--- config.mk ---
export PLATFORM = sky130hd
export DESIGN_NAME = clz_count_unit
export DESIGN_NICKNAME = d
export VERILOG_FILES = /design/src/rtl/clz_count_unit.sv
export SDC_FILE = /design/constraint.sdc
export NUM_CORES = 1
export LEC_CHECK = 0
export ABC_AREA = 1
export ABC_CLOCK_PERIOD_IN_PS = 1660
export BUFFER_PORTS_ARGS = -buffer_cell sky130_fd_sc_hd__buf_2
export CORE_MARGIN = 2
export CORE_UTILIZATION = 57
export DETAILED_ROUTE_END_ITERATION = 8
export HOLD_SLACK_MARGIN = 0.05
export PLACE_DENSITY = 0.82
export SLEW_MARGIN = 20
export SYNTH_ARGS = -nofsm -noshare
export SYNTH_HDL_FRONTEND = slang
export SYNTH_SLANG_ARGS = --single-unit
--- constraint.sdc ---
create_clock -name clock -period 1.66 [get_ports clock]
set_input_delay 0.083 -clock clock [delete_from_list [all_inputs] [get_ports clock]]
set_output_delay 0.083 -clock clock [all_outputs]
set_load 0.1 [all_outputs]
--- src/rtl/clz_count_unit.sv ---
// Multi-cycle CLZ/CLO unit: counts leading zeros (mode=0) or ones (mode=1)
// of src, and returns src shifted left by that count (normalised word).
// Ports: clock, reset (sync, active-high), start, mode, src[31:0] in;
//        busy, done (1-cycle pulse), count[5:0], norm_out[31:0] out.
// Build option: CLZ_NIBBLE_STEP_EN scans 4 bits per cycle instead of 1.
module clz_count_unit #(
   parameter int WIDTH = 32
) (
   input  logic             clock,
   input  logic             reset,
   input  logic             start,
   input  logic             mode,
   input  logic [WIDTH-1:0] src,
   output logic             busy,
   output logic             done,
   output logic [5:0]       count,
   output logic [WIDTH-1:0] norm_out
);

   typedef enum logic [1:0] {
      S_IDLE,
      S_SCAN,
      S_DONE
   } state_e;

   localparam logic [5:0] CNT_MAX = 6'd32;

   state_e           state_q, state_d;
   logic [WIDTH-1:0] work_q, work_d;
   logic [WIDTH-1:0] shadow_q, shadow_d;
   logic [5:0]       cnt_q, cnt_d;
   logic [5:0]       count_q, count_d;
   logic [WIDTH-1:0] norm_q, norm_d;
   logic             accept;

`ifdef CLZ_NIBBLE_STEP_EN
   logic [3:0] nib;
   logic [1:0] nib_lz;
   logic [5:0] extra;

   // Leading zeros inside a non-zero top nibble.
   always_comb begin
      nib = work_q[WIDTH-1 -: 4];
      priority case (1'b1)
         nib[3]:  nib_lz = 2'd0;
         nib[2]:  nib_lz = 2'd1;
         nib[1]:  nib_lz = 2'd2;
         default: nib_lz = 2'd3;
      endcase
      // Once saturated the nibble is all-zero; add nothing more.
      extra = (cnt_q == CNT_MAX) ? 6'd0 : {4'd0, nib_lz};
   end
`endif

   // A new operand is taken from IDLE, and from DONE for back-to-back issue.
   assign accept = start && (state_q != S_SCAN);

   always_comb begin
      state_d  = state_q;
      work_d   = work_q;
      shadow_d = shadow_q;
      cnt_d    = cnt_q;
      count_d  = count_q;
      norm_d   = norm_q;

      unique case (state_q)
         S_IDLE: state_d = S_IDLE;
         S_DONE: state_d = S_IDLE;
         S_SCAN: begin
`ifdef CLZ_NIBBLE_STEP_EN
            if (work_q[WIDTH-1 -: 4] == 4'd0 && cnt_q < CNT_MAX) begin
               work_d   = work_q << 4;
               shadow_d = shadow_q << 4;
               cnt_d    = cnt_q + 6'd4;
            end else begin
               state_d = S_DONE;
               count_d = cnt_q + extra;
               norm_d  = shadow_q << extra;
            end
`else
            if (work_q[WIDTH-1] || cnt_q == CNT_MAX) begin
               state_d = S_DONE;
               count_d = cnt_q;
               norm_d  = shadow_q;
            end else begin
               work_d   = work_q << 1;
               shadow_d = shadow_q << 1;
               cnt_d    = cnt_q + 6'd1;
            end
`endif
         end
         default: state_d = S_IDLE;
      endcase

      if (accept) begin
         state_d  = S_SCAN;
         // CLO is a CLZ of the inverted word; shadow keeps the true src.
         work_d   = mode ? ~src : src;
         shadow_d = src;
         cnt_d    = 6'd0;
      end
   end

   always_ff @(posedge clock) begin
      if (reset) begin
         state_q  <= S_IDLE;
         work_q   <= '0;
         shadow_q <= '0;
         cnt_q    <= 6'd0;
         count_q  <= 6'd0;
         norm_q   <= '0;
      end else begin
         state_q  <= state_d;
         work_q   <= work_d;
         shadow_q <= shadow_d;
         cnt_q    <= cnt_d;
         count_q  <= count_d;
         norm_q   <= norm_d;
      end
   end

   assign busy     = (state_q == S_SCAN);
   assign done     = (state_q == S_DONE);
   assign count    = count_q;
   assign norm_out = norm_q;

endmodule
# Word level (Yosys, flattened, before mapping)
# Index checks and enable logic that the tools add are counted.
[word_totals]
ff_bits = 110
in_bits = 36
output_inout_bits = 40
elab_cells = 35
[op_classes]
addsub = 1
n_eq_ne = 6
mux = 10
bitwise_logic = 3
reduce_logical = 8
[ops]
columns = ["operator", "count"]
rows = [
  ["$mux 32", 7],
  ["$not 32->32", 1],
  ["$add 6x1->6 const B", 1],
  ["$eq 6x6->1 const B", 1],
  ["$reduce_and 2->1", 3],
  ["$mux 1", 3],
  ["$ne 3x1->1 const B", 1],
  ["$reduce_or 3->1", 1],
  ["$eq 2x1->1 const B", 1],
  ["$eq 2x2->1 const B", 1],
  ["$ne 2x1->1 const B", 1],
  ["$ne 2x2->1 const B", 1],
  ["$not 1->1", 2],
  ["$reduce_bool 2->1", 1],
  ["$reduce_or 2->1", 1],
  ["$logic_and 1x1->1", 1],
  ["$logic_or 1x1->1", 1],
]

# Depth between registers and ports, before layout
[depth]
depth_word = 5
mapped_depth = 10
mapped_depth_nobuf = 10

# Worst setup path before layout
# Ideal clock, no wire load.
[synth_path]
path_kind = "reg-to-reg"
start = "register state_q[1]"
end = "register count_q[0], in the netlist count[0]"
setup_ns = 0.071
t_arrival_ns = 1.816
setup_slack_ns = -0.227
path_stages_with_launch = 7
path_buffers = 1
period_less_slack_ns = 1.887
path_cell_list = "dfxtp_1 -> inv_2 -> nand2_2 -> inv_2 -> clkbuf_1 -> nand3_1 -> a21oi_1"
[synth_between]
elab_chain_len = 2
[synth_rtl]
columns = ["item", "line", "rtl"]
rows = [
  ["start: declaration", "28", "state_e state_q, state_d;"],
  ["start signal: assignment", "113", "state_q <= state_d;"],
  ["$eq 2x1->1", "-", ""],
  ["via busy", "14", "output logic busy,"],
  ["$reduce_and 2->1 (no source line)", "-", ""],
  ["end signal: assignment", "117", "count_q <= count_d;"],
  ["end: declaration", "32", "logic [5:0] count_q, count_d;"],
]
# The timed path passes the listed nets, and every way through them passes these cells.
# A chain may end at the register's enable or synchronous reset.

# Final worst setup path
[layout_path]
start = "register cnt_q[0]"
end = "register shadow_q[2]"
[layout_between]
elab_chain_len = 4
[layout_rtl]
columns = ["item", "line", "rtl"]
rows = [
  ["start: declaration", "31", "logic [5:0] cnt_q, cnt_d;"],
  ["start signal: assignment", "116", "cnt_q <= cnt_d;"],
  ["$eq 6x6->1", "81", "if (work_q[WIDTH-1] || cnt_q == CNT_MAX) begin"],
  ["$logic_or 1x1->1", "81", ""],
  ["$ne 2x2->1 (no source line)", "-", ""],
  ["$reduce_and 2->1 (no source line)", "-", ""],
  ["end signal: assignment", "115", "shadow_q <= shadow_d;"],
  ["end: declaration", "30", "logic [WIDTH-1:0] shadow_q, shadow_d;"],
]
# Every way passes these cells.

==> results.toml <==
[clock_tree]
clk_pin_slew_ns = 0.11
clockRootBuffer = "clkbuf_8"
cts_tree = "done"
h-tree-depth = 3
cts_sinks = 110
clk_path_buf_depth = 2
postCtsSetupBuffers = 0
clk_latency_ns = 0.38
cts_buffers = 9

[drt]
first_pass_iters = 5
antenna_left = 0
wl_per_cell_microns = 13.8
finalWirelength_mm = 11.8
drt_iter0_drc = 194
drc = 0
vias = 4768
viasPerCell = 5.58

[global_route]
grt_util_met1_pct = 29.2
grt_pass1_wl_mm = 20.0
busiest_layer = "met2"
grt_pass1_vias = 4447
grt_max_degree = 71
met3_usage_pct = 4.87
use_met2_pct = 45.4
antenna_found_initial = 0
grt_usage_pct = 24.9
gr-total-overflow = 0

[sta]
setup_tns_ns = 0
finalSetupViolCount = 0
fmax_mhz = 657
fin_skew_ns = 0.0106
rsz0062_at_grt = "no"
finalHoldViolCount = 0
relSlewSlack_pct = 47.9
fin_crit_sh_pct = 91.7
tightest_slew_ns = 0.782
hold_ws_ns = 0.0603
slew_violations = 0
period_needed_ns = 1.52

[floorplan]
die_h_microns = 98.3
core_sq_mm = 0.00868
placementRows = 34
start_util_pct = 58.4
io_pins = 76
dieArea_sq_mm = 0.00966
die_w_microns = 98.3

[layout]
final_common_cell = "nand2_1"
final_nets = 780
final_cell_mix = "218 x nand2_1, 110 x dfxtp_1, 92 x nand3_1"
drive_gt1_share_pct = 19.1
area.sequential_sq_mm = 0.00220
syn_to_final_growth_pct = 14.3
fillers = 769
multi_input_area_sq_mm = 0.00252
diodes = 0
stdcell_count = 855

[worst_setup_path]
r2r-start = "cnt_q[0]"
end_kind = "flip-flop"
worstPathArrival_ns = 1.81
path_class = "reg2reg"
cp_max_fo = 31
required_ns = 1.95
reg2reg_slack_ns = 0.14
cp-start-kind = "flip-flop"
timing.rr.end = "shadow_q[2]"
r2r_cells = 8

[synthesis]
synthCells = 689
ys_ff_latch = 110
synth_top_family_by_area = "simple AND/OR/NAND/NOR gates"
ys_types = 24
synth_nets = 727
yosysTopAreaCellShare_pct = 43.4
syn_area_per_cell_sq_um = 7.36
synth_area_leaders = "dfxtp_1 43%, nand2_1 16%, nand3_1 9.1%"
synth_xor_area_share_pct = 6.05
yosys_warnings = 0
synth_compound_area_share_pct = 14.0
synthAdderAreaFrac_pct = 0.494
yosysTopAreaCell = "dfxtp_1"
syn_area_sq_mm = 0.00507
synth-seq-area-share_pct = 43.4
synth_simple_gate_area_share_pct = 29.2
synthMuxAreaShare_pct = 0

[placement]
routabilityCongestion = 0.851
portBuffers = 75
placed_cells = 837
dp_hpwl_mm = 7.96

[worst_hold_path]
min_path_cells = 5
hold_class = "in2reg"
min_to = "shadow_q[24]"
hold_start = "src[24]"

[job]
maxCapViolations = 0

[power_and_ir_drop]
ir_drop_mv = 0.400
powerDensity_mw_per_mm2 = 949
p_leak_uw = 0.00234

[outcome]
status = "finished, final reports clean"
[layer usage]
metal | wire (microns) | part of all wire (%)
met1 | 4870 | 41
met2 | 6110 | 52
met3 | 624 | 5.3
met4 | 231 | 2.0
met5 | 0 | 0
[area by class of cell]
cell class | instances | share of cell area [%]
Clock inverter | 7 | 1.49
Multi-Input combinational cell | 509 | 43.6
Sequential cell | 110 | 38.0
Tap cell | 108 | 2.33
Timing Repair Buffer | 99 | 11.6
Clock buffer | 9 | 2.14
Inverter | 13 | 0.842
[worst max path at each step]
stage	start	to	slack, ns
3_3_place_gp	cnt_q[0]	work_q[2]	0.19
4_1_cts	cnt_q[0]	shadow_q[2]	0.07
5_1_grt	cnt_q[0]	work_q[9]	0.002
2_1_floorplan	cnt_q[0]	shadow_q[21]	0.26
3_5_place_dp	cnt_q[0]	shadow_q[3]	0.11
6_report	cnt_q[0]	shadow_q[2]	0.14
[critical path, cell delays in order, from the launching register on]
cell and delay (ns):
dfxtp_1 0.36, inv_1 0.08, ha_1 0.20, nand3_2 0.10
nand3_2 0.11, nand2_2 0.14, buf_8 0.22, nand3_1 0.11
o21ai_0 0.12
[metrics by stage]
stage          worst slack, ns  total power (uW)  utilization, %  instance area, sq um
3_3_place_gp             0.186              3810            64.0                  5550
2_1_floorplan            0.260              3570               -                  5070
6_report                 0.138              5500            66.8                  5800
5_1_grt                0.00173              5740            66.8                  5800
3_5_place_dp             0.114              3840            64.0                  5550
4_1_cts                 0.0690              5520            66.7                  5780
[Yosys cell counts, drive strengths merged]
cell type and number:
nand3 104, nand2 221, nor2 10, inv 12, clkbuf 22, nand3b 1, a21oi 74, o21ai 60
clkinv 1, xor2 5, buf 35, xnor2 30, dfxtp 110, nand4 2, ha 2
[state kept, by name (all words and copies together) (netlist names)]
signal    cells
state_q       2
norm_out     32
work_q       32
count         6
shadow_q     32
cnt_q         6
[power breakdown]
group	switching, uW	internal [uW]	total (uW)
clock	974	733	1710
combinational	614	341	955
sequential	78.7	2760	2840
total	1670	3840	5500
[what timing repair did]
item | CTS | global route
setup endpoints to repair | 0 | 20
hold endpoints to repair | 3 | 0
gates resized for setup | 0 | 3
hold buffers | 2 | 0
[logic make-up (layout without fill, tap and decap cells)]
family	after synthesis	in the layout
AND/OR/NAND/NOR	338	338
AO/OA/AOI/OAI	134	134
flip-flops	110	110
buffers and inverters	70	128
XOR/XNOR	35	35
adder cells (fa/ha/maj)	2	2
No activity file was read; power rests on OpenSTA's default activity.
